## src/rtl/iob_vexriscv_bus_bridge_if.sv

```systemverilog
// Bridge bus bundle: CPU command/response channels, IOb native request channel and error count.
// slave = bridge side, master = CPU + IOb environment side.
interface iob_vexriscv_bus_bridge_if #(
    parameter int ADDR_W = 32,
    parameter int DATA_W = 32
);
    logic                  cmd_valid;
    logic                  cmd_ready;
    logic                  cmd_wr;
    logic [ADDR_W-1:0]     cmd_address;
    logic [DATA_W-1:0]     cmd_data;
    logic [DATA_W/8-1:0]   cmd_mask;
    logic                  rsp_valid;
    logic                  rsp_ready;
    logic [DATA_W-1:0]     rsp_data;
    logic                  rsp_error;
    logic                  iob_valid;
    logic [ADDR_W-1:0]     iob_address;
    logic [DATA_W-1:0]     iob_wdata;
    logic [DATA_W/8-1:0]   iob_wstrb;
    logic                  iob_ready;
    logic [DATA_W-1:0]     iob_rdata;
    logic [7:0]            err_cnt;

    modport slave (
        input  cmd_valid, cmd_wr, cmd_address, cmd_data, cmd_mask, rsp_ready, iob_ready, iob_rdata,
        output cmd_ready, rsp_valid, rsp_data, rsp_error, iob_valid, iob_address, iob_wdata, iob_wstrb, err_cnt
    );

    modport master (
        output cmd_valid, cmd_wr, cmd_address, cmd_data, cmd_mask, rsp_ready, iob_ready, iob_rdata,
        input  cmd_ready, rsp_valid, rsp_data, rsp_error, iob_valid, iob_address, iob_wdata, iob_wstrb, err_cnt
    );
endinterface

```

## src/rtl/iob_vexriscv_bus_bridge.sv

```systemverilog
// VexRiscv cmd/rsp to IOb native bridge: one outstanding request, iob_valid 1 cycle after accept, response 1 cycle after iob_ready.
// Backpressure: cmd_ready drops while a request is open or the response FIFO is full; rsp_ready pops the FIFO head.
module iob_vexriscv_bus_bridge #(
    parameter int                ADDR_W    = 32,
    parameter int                DATA_W    = 32,
    parameter int                RSP_DEPTH = 2,
    parameter logic [ADDR_W-1:0] ADDR_XOR  = '0,
    parameter int                WR_RSP    = 0,
    parameter int                TIMEOUT   = 0
) (
    input logic                      clk,
    input logic                      rst,
    iob_vexriscv_bus_bridge_if.slave bus
);
    localparam int STRB_W = DATA_W / 8;
    localparam int PTR_W  = (RSP_DEPTH > 1) ? $clog2(RSP_DEPTH) : 1;
    localparam int CNT_W  = PTR_W + 1;
    localparam int TO_W   = (TIMEOUT > 1) ? $clog2(TIMEOUT) : 1;
    localparam logic [TO_W-1:0]  TO_LAST = TO_W'((TIMEOUT > 0) ? TIMEOUT - 1 : 0);
    localparam logic [CNT_W-1:0] DEPTH_C = CNT_W'(RSP_DEPTH);

    typedef enum logic {S_IDLE, S_REQ} state_t;

    state_t              r_state;
    state_t              w_state_nxt;
    logic                r_wr;
    logic [ADDR_W-1:0]   r_addr;
    logic [DATA_W-1:0]   r_wdata;
    logic [STRB_W-1:0]   r_wstrb;
    logic [TO_W-1:0]     r_to_cnt;
    logic [7:0]          r_err_cnt;

    logic [DATA_W-1:0]   r_fifo_dat [RSP_DEPTH];
    logic                r_fifo_err [RSP_DEPTH];
    logic [PTR_W-1:0]    r_wr_ptr;
    logic [PTR_W-1:0]    r_rd_ptr;
    logic [CNT_W-1:0]    r_count;

    logic                w_cmd_rdy;
    logic                w_accept;
    logic                w_push;
    logic [DATA_W-1:0]   w_push_dat;
    logic                w_push_err;
    logic                w_timeout;
    logic                w_pop;

    // A pop in the same cycle does not free a slot for a new command.
    assign w_cmd_rdy = (r_state == S_IDLE) && (r_count < DEPTH_C);
    assign w_pop     = (r_count != '0) && bus.rsp_ready;

    always_comb begin
        w_state_nxt = r_state;
        w_accept    = 1'b0;
        w_push      = 1'b0;
        w_push_dat  = '0;
        w_push_err  = 1'b0;
        w_timeout   = 1'b0;
        case (r_state)
            S_IDLE: begin
                if (bus.cmd_valid && w_cmd_rdy) begin
                    w_accept    = 1'b1;
                    w_state_nxt = S_REQ;
                end
            end
            S_REQ: begin
                if (bus.iob_ready) begin
                    w_state_nxt = S_IDLE;
                    w_push      = !r_wr || (WR_RSP != 0);
                    w_push_dat  = r_wr ? '0 : bus.iob_rdata;
                end else if ((TIMEOUT != 0) && (r_to_cnt == TO_LAST)) begin
                    w_state_nxt = S_IDLE;
                    w_timeout   = 1'b1;
                    w_push      = !r_wr || (WR_RSP != 0);
                    w_push_err  = 1'b1;
                end
            end
            default: w_state_nxt = S_IDLE;
        endcase
    end

    always_ff @(posedge clk) begin
        if (rst) begin
            r_state   <= S_IDLE;
            r_wr      <= 1'b0;
            r_addr    <= '0;
            r_wdata   <= '0;
            r_wstrb   <= '0;
            r_to_cnt  <= '0;
            r_err_cnt <= '0;
        end else begin
            r_state <= w_state_nxt;
            if (w_accept) begin
                r_wr     <= bus.cmd_wr;
                r_addr   <= bus.cmd_address ^ ADDR_XOR;
                r_wdata  <= bus.cmd_data;
                r_wstrb  <= bus.cmd_wr ? bus.cmd_mask : '0;
                r_to_cnt <= '0;
            end else if ((r_state == S_REQ) && (TIMEOUT != 0)) begin
                r_to_cnt <= r_to_cnt + 1'b1;
            end
            if (w_timeout && (r_err_cnt != 8'hFF)) begin
                r_err_cnt <= r_err_cnt + 8'd1;
            end
        end
    end

    // Response FIFO; depth is a power of two so pointers wrap naturally.
    always_ff @(posedge clk) begin
        if (rst) begin
            r_wr_ptr <= '0;
            r_rd_ptr <= '0;
            r_count  <= '0;
        end else begin
            if (w_push) begin
                r_fifo_dat[r_wr_ptr] <= w_push_dat;
                r_fifo_err[r_wr_ptr] <= w_push_err;
                r_wr_ptr             <= r_wr_ptr + 1'b1;
            end
            if (w_pop) begin
                r_rd_ptr <= r_rd_ptr + 1'b1;
            end
            case ({w_push, w_pop})
                2'b10:   r_count <= r_count + 1'b1;
                2'b01:   r_count <= r_count - 1'b1;
                default: r_count <= r_count;
            endcase
        end
    end

    assign bus.cmd_ready   = w_cmd_rdy;
    assign bus.iob_valid   = (r_state == S_REQ);
    assign bus.iob_address = r_addr;
    assign bus.iob_wdata   = r_wdata;
    assign bus.iob_wstrb   = r_wstrb;
    assign bus.rsp_valid   = (r_count != '0);
    assign bus.rsp_data    = r_fifo_dat[r_rd_ptr];
    assign bus.rsp_error   = r_fifo_err[r_rd_ptr];
    assign bus.err_cnt     = r_err_cnt;
endmodule

```

## src/flat_wrapper.sv

```systemverilog
// flat-port wrapper written by rule: the top's interface ports become plain ports
module iob_vexriscv_bus_bridge_flat 
#(
    parameter int                ADDR_W    = 32,
    parameter int                DATA_W    = 32,
    parameter int                RSP_DEPTH = 2,
    parameter logic [ADDR_W-1:0] ADDR_XOR  = '0,
    parameter int                WR_RSP    = 0,
    parameter int                TIMEOUT   = 0
)
  (clk, rst, bus_cmd_valid, bus_cmd_wr, bus_cmd_address, bus_cmd_data, bus_cmd_mask, bus_rsp_ready, bus_iob_ready, bus_iob_rdata, bus_cmd_ready, bus_rsp_valid, bus_rsp_data, bus_rsp_error, bus_iob_valid, bus_iob_address, bus_iob_wdata, bus_iob_wstrb, bus_err_cnt);
  iob_vexriscv_bus_bridge_if #(.ADDR_W(ADDR_W), .DATA_W(DATA_W)) bus_i ();
  input logic clk;
  input logic rst;
  input wire logic [$bits(bus_i.cmd_valid)-1:0] bus_cmd_valid;
  input wire logic [$bits(bus_i.cmd_wr)-1:0] bus_cmd_wr;
  input wire logic [$bits(bus_i.cmd_address)-1:0] bus_cmd_address;
  input wire logic [$bits(bus_i.cmd_data)-1:0] bus_cmd_data;
  input wire logic [$bits(bus_i.cmd_mask)-1:0] bus_cmd_mask;
  input wire logic [$bits(bus_i.rsp_ready)-1:0] bus_rsp_ready;
  input wire logic [$bits(bus_i.iob_ready)-1:0] bus_iob_ready;
  input wire logic [$bits(bus_i.iob_rdata)-1:0] bus_iob_rdata;
  output wire logic [$bits(bus_i.cmd_ready)-1:0] bus_cmd_ready;
  output wire logic [$bits(bus_i.rsp_valid)-1:0] bus_rsp_valid;
  output wire logic [$bits(bus_i.rsp_data)-1:0] bus_rsp_data;
  output wire logic [$bits(bus_i.rsp_error)-1:0] bus_rsp_error;
  output wire logic [$bits(bus_i.iob_valid)-1:0] bus_iob_valid;
  output wire logic [$bits(bus_i.iob_address)-1:0] bus_iob_address;
  output wire logic [$bits(bus_i.iob_wdata)-1:0] bus_iob_wdata;
  output wire logic [$bits(bus_i.iob_wstrb)-1:0] bus_iob_wstrb;
  output wire logic [$bits(bus_i.err_cnt)-1:0] bus_err_cnt;
  assign bus_i.cmd_valid = bus_cmd_valid;
  assign bus_i.cmd_wr = bus_cmd_wr;
  assign bus_i.cmd_address = bus_cmd_address;
  assign bus_i.cmd_data = bus_cmd_data;
  assign bus_i.cmd_mask = bus_cmd_mask;
  assign bus_i.rsp_ready = bus_rsp_ready;
  assign bus_i.iob_ready = bus_iob_ready;
  assign bus_i.iob_rdata = bus_iob_rdata;
  assign bus_cmd_ready = bus_i.cmd_ready;
  assign bus_rsp_valid = bus_i.rsp_valid;
  assign bus_rsp_data = bus_i.rsp_data;
  assign bus_rsp_error = bus_i.rsp_error;
  assign bus_iob_valid = bus_i.iob_valid;
  assign bus_iob_address = bus_i.iob_address;
  assign bus_iob_wdata = bus_i.iob_wdata;
  assign bus_iob_wstrb = bus_i.iob_wstrb;
  assign bus_err_cnt = bus_i.err_cnt;
  iob_vexriscv_bus_bridge #(.ADDR_W(ADDR_W), .DATA_W(DATA_W), .RSP_DEPTH(RSP_DEPTH), .ADDR_XOR(ADDR_XOR), .WR_RSP(WR_RSP), .TIMEOUT(TIMEOUT)) u_core (.clk(clk), .rst(rst), .bus(bus_i));
endmodule
```

## config.mk

```make
export PLATFORM = sky130hd
export DESIGN_NAME = iob_vexriscv_bus_bridge_flat
export DESIGN_NICKNAME = d
export VERILOG_FILES = /design/src/rtl/iob_vexriscv_bus_bridge_if.sv /design/src/rtl/iob_vexriscv_bus_bridge.sv /design/src/flat_wrapper.sv
export SDC_FILE = /design/constraint.sdc
export NUM_CORES = 1
export LEC_CHECK = 0
export CAP_MARGIN = 10
export CORE_ASPECT_RATIO = 0.7
export CORE_UTILIZATION = 46
export CTS_BUF_LIST = sky130_fd_sc_hd__clkbuf_4 sky130_fd_sc_hd__clkbuf_8 sky130_fd_sc_hd__clkbuf_16
export DETAILED_ROUTE_END_ITERATION = 16
export PLACE_DENSITY = 0.85
export SLEW_MARGIN = 20
export SYNTH_ARGS = -nofsm -noshare
export SYNTH_HDL_FRONTEND = slang
export SYNTH_SLANG_ARGS = --single-unit
```

## constraint.sdc

```tcl
create_clock -name clk -period 8.1 [get_ports clk]
set_input_delay 0.81 -clock clk [delete_from_list [all_inputs] [get_ports clk]]
set_output_delay 0.81 -clock clk [all_outputs]
set_load 0.01 [all_outputs]
```

==> out/qor.csv <==
metric,value,unit
drc,0,
final_cells,841,
finish.net_count,782,
vias,4060,
drv_slew,0,
cap_violations,0,
first_iter_violations,190,
worstSkewPairLatency,0.40,ns
r2r_start,u_core.bus.iob_valid$_SDFF_PP0_,
cts_resized,0,
track_usage,21.7,%
ant_nets,0,
worstSetupPathType,in -> reg,
synth_cells,475,
syn_to_final_growth,51.5,%
cts_hold_buf,0,
hp-class,reg -> reg,
crit_slowest_cell,and3b_1,
numCtsBuffers,17,
r2r_cells,5,
vdd_ir_drop_max,0.153,mV
maxSlewHeadroom,34.9,%
synth.distinct_cells,28,
start_util,47.5,%
grt_pass1_vias,4045,
dr.pass1.iters,4,
min-delay-start,u_core.bus.iob_wdata[9]$_SDFFE_PP0P_,
drive_above_1_share,10.8,%
clock_skew,0.00890,ns
required,8.42,ns
ys_seq_area_share,65.2,%
clock-root-buffer,clkbuf_16,
netlist_area,0.00525,mm^2
r2r_slack,5.59,ns
fp.dieW,130,um
core-area,0.0111,mm^2
rsz0062_at_grt,no,
totalWireLength,12.4,mm
antenna_found_initial,0,
setup_violations,0,
clock-sinks,139,
regArea,0.00342,mm^2
critPathMaxFanout,34,
grt_max_degree,78,
worstReg2RegEnd,u_core.r_count[1]$_SDFFE_PP0P_,
end_kind,flop,
crit_family,simple AND/OR/NAND/NOR gates,
port_buffers,208,
critPathLaunchType,input port,
rows,32,
cts_setup_buffers,0,
place_hpwl,8.56,mm
clk_pin_slew,0.06,ns
cp_num_buf_inv,2,
min_period,2.90,ns
final.setup.tns,0,ns
post-route-period-util,35.8,%
dpl.cell_count,809,
fmax,345,MHz
dieArea,0.0119,mm^2
clockBufferDepth,2,
crit_arrival,3.23,ns
whs_endpoint,u_core.bus.iob_wdata[9]$_SDFFE_PP0P_,
tightestPinTransition,0.977,ns
hold_viol,0,
total_leakage_power,2.86,nW
multiInputGateArea,0.00163,mm^2
holdPathStages,2,
diodes,0,
nFillCells,787,
gp_congestion,0.776,
cp_cell_sequence,"clkdlybuf4s50_1, and3b_1, inv_1, ha_1, or3_1, a21oi_1",
htreeDepth,4,
ys_ff_latch,139,
chipHeight,91.4,um
ios,218,
avgSynthCellArea,11.1,um^2
max_stage_delay,0.80,ns
cts_tree,done,
status,finished clean,
routed_via_density,4.83,
pwr_density_cell,230,mW/mm^2
ys_warn_count,0,
wl_per_cell,14.8,um
grt_pass1_wl,19.6,mm
grt-ovfl-total,0,
==> where the power goes <==
part	internal [W]	leakage [nW]	switching, W	total (W)
clock	0.000459	0.292	0.000279	0.000738
sequential	0.000768	1.18	0.0000189	0.000787
combinational	0.000171	1.38	0.000132	0.000302
total	0.00140	2.86	0.000429	0.00183
==> registers in the layout, indices dropped and copies added (netlist names), named ones only <==
signal	count
u_core.r_fifo_dat	64
u_core.r_wr_ptr	1
u_core.bus.iob_wdata	32
u_core.r_rd_ptr	1
u_core.bus.iob_wstrb	4
u_core.bus.iob_valid	1
u_core.bus.iob_address	32
u_core.r_count	2
u_core.r_wr	1
==> layer usage <==
layer / share of wire [%] / wire length [um] / vias to the layer above / track usage, %
met2: 52 / 6440 / 128 / 37.8
met5: 0 / 0 / - / 0
li1: - / - / 1978 / -
met1: 40 / 4980 / 1941 / 24.3
met3: 6.7 / 836 / 13 / 7.37
met4: 1.6 / 194 / 0 / 8.43
==> placed cells by master, fill, tap and decap left out, types with 2 or more instances in the layout <==
master and instances:
mux2_2 30, clkinv_4 4, edfxtp_1 64, clkbuf_16 18, and2_1 32, mux2_1 2, buf_4 6, conb_1 9
nor2_1 5, nand3_1 4, xnor2_1 3, a21oi_1 71, clkbuf_8 5, clkbuf_4 2, nand2_1 134, clkdlybuf4s50_1 207
dfxtp_1 75
==> through the flow <==
| step | worst slack (ns) | total power [W] | instance area, um^2 | hold WS [ns] | util [%] |
|---|---|---|---|---|---|
| 2_1_floorplan | 4.08 | 0.000947 | 5280 | 0.432 | - |
| 3_3_place_gp | 4.78 | 0.00110 | 7370 | 0.440 | 66.7 |
| 3_5_place_dp | 4.72 | 0.00110 | 7370 | 0.447 | 66.7 |
| 4_1_cts | 5.13 | 0.00184 | 7960 | 0.455 | 72.0 |
| 5_1_grt | 4.97 | 0.00190 | 7960 | 0.475 | 72.0 |
| 6_report | 5.20 | 0.00183 | 7960 | 0.454 | 72.0 |
==> how the worst max path moves through the flow <==
stage                        from                                 end  slack (ns)  cells past startpoint
floorplan                     rst   u_core.r_fifo_dat[1][0]$_DFFE_PP_        4.08                      3
finish              bus_iob_ready      u_core.r_count[1]$_SDFFE_PP0P_        5.20                      6
CTS                 bus_iob_ready      u_core.r_count[1]$_SDFFE_PP0P_        5.13                      6
global placement    bus_iob_ready  u_core.r_fifo_dat[1][24]$_DFFE_PP_        4.78                      5
global route        bus_iob_ready  u_core.r_fifo_dat[1][23]$_DFFE_PP_        4.97                      5
detailed placement  bus_iob_ready  u_core.r_fifo_dat[1][24]$_DFFE_PP_        4.72                      5
==> tightest hold or removal path, stage by stage (launching register included) <==
cell,delay (ns)
dfxtp_1,0.31
nand2_1,0.05
a21oi_1,0.05
==> synthesized netlist by cell type <==
cell,number,area share (%)
conb_1,1,0.071
buf_2,9,0.86
xor2_1,1,0.17
nor3b_2,1,0.24
mux2_1,2,0.43
buf_4,17,2.4
and3b_1,1,0.17
o21ai_0,1,0.095
ha_1,1,0.24
o21a_1,1,0.14
nor3b_1,1,0.14
or3b_1,1,0.17
nand3_1,4,0.38
nor2_1,5,0.36
and2_1,32,3.8
xnor2_1,3,0.50
a21oi_1,71,6.8
dfxtp_1,75,29
clkbuf_1,13,0.93
mux2_2,30,6.4
nand2b_1,1,0.12
or2_2,1,0.12
inv_1,1,0.071
nand2_1,134,9.6
edfxtp_1,64,37
buf_6,2,0.43
nor3_1,1,0.095
or3_1,1,0.12
==> cells by family after synthesis <==
family,synth area share [%]
buf+inv,4.72
fa+ha+maj,0.238
mux,6.86
flops,65.2
xor+xnor,0.667
compound gates,7.00
simple gates,15.3
other cells,0.0714
==> layout make-up <==
cell class              count  area share (%)
flip-flops and latches    139            43.0
repair buffers            214            26.7
multi-input cells         302            20.5
clock buffers              25            6.71
well taps                 153            2.41
clock inverters             7           0.676
inverters                   1          0.0472
No activity file was read; power rests on OpenSTA's default activity.
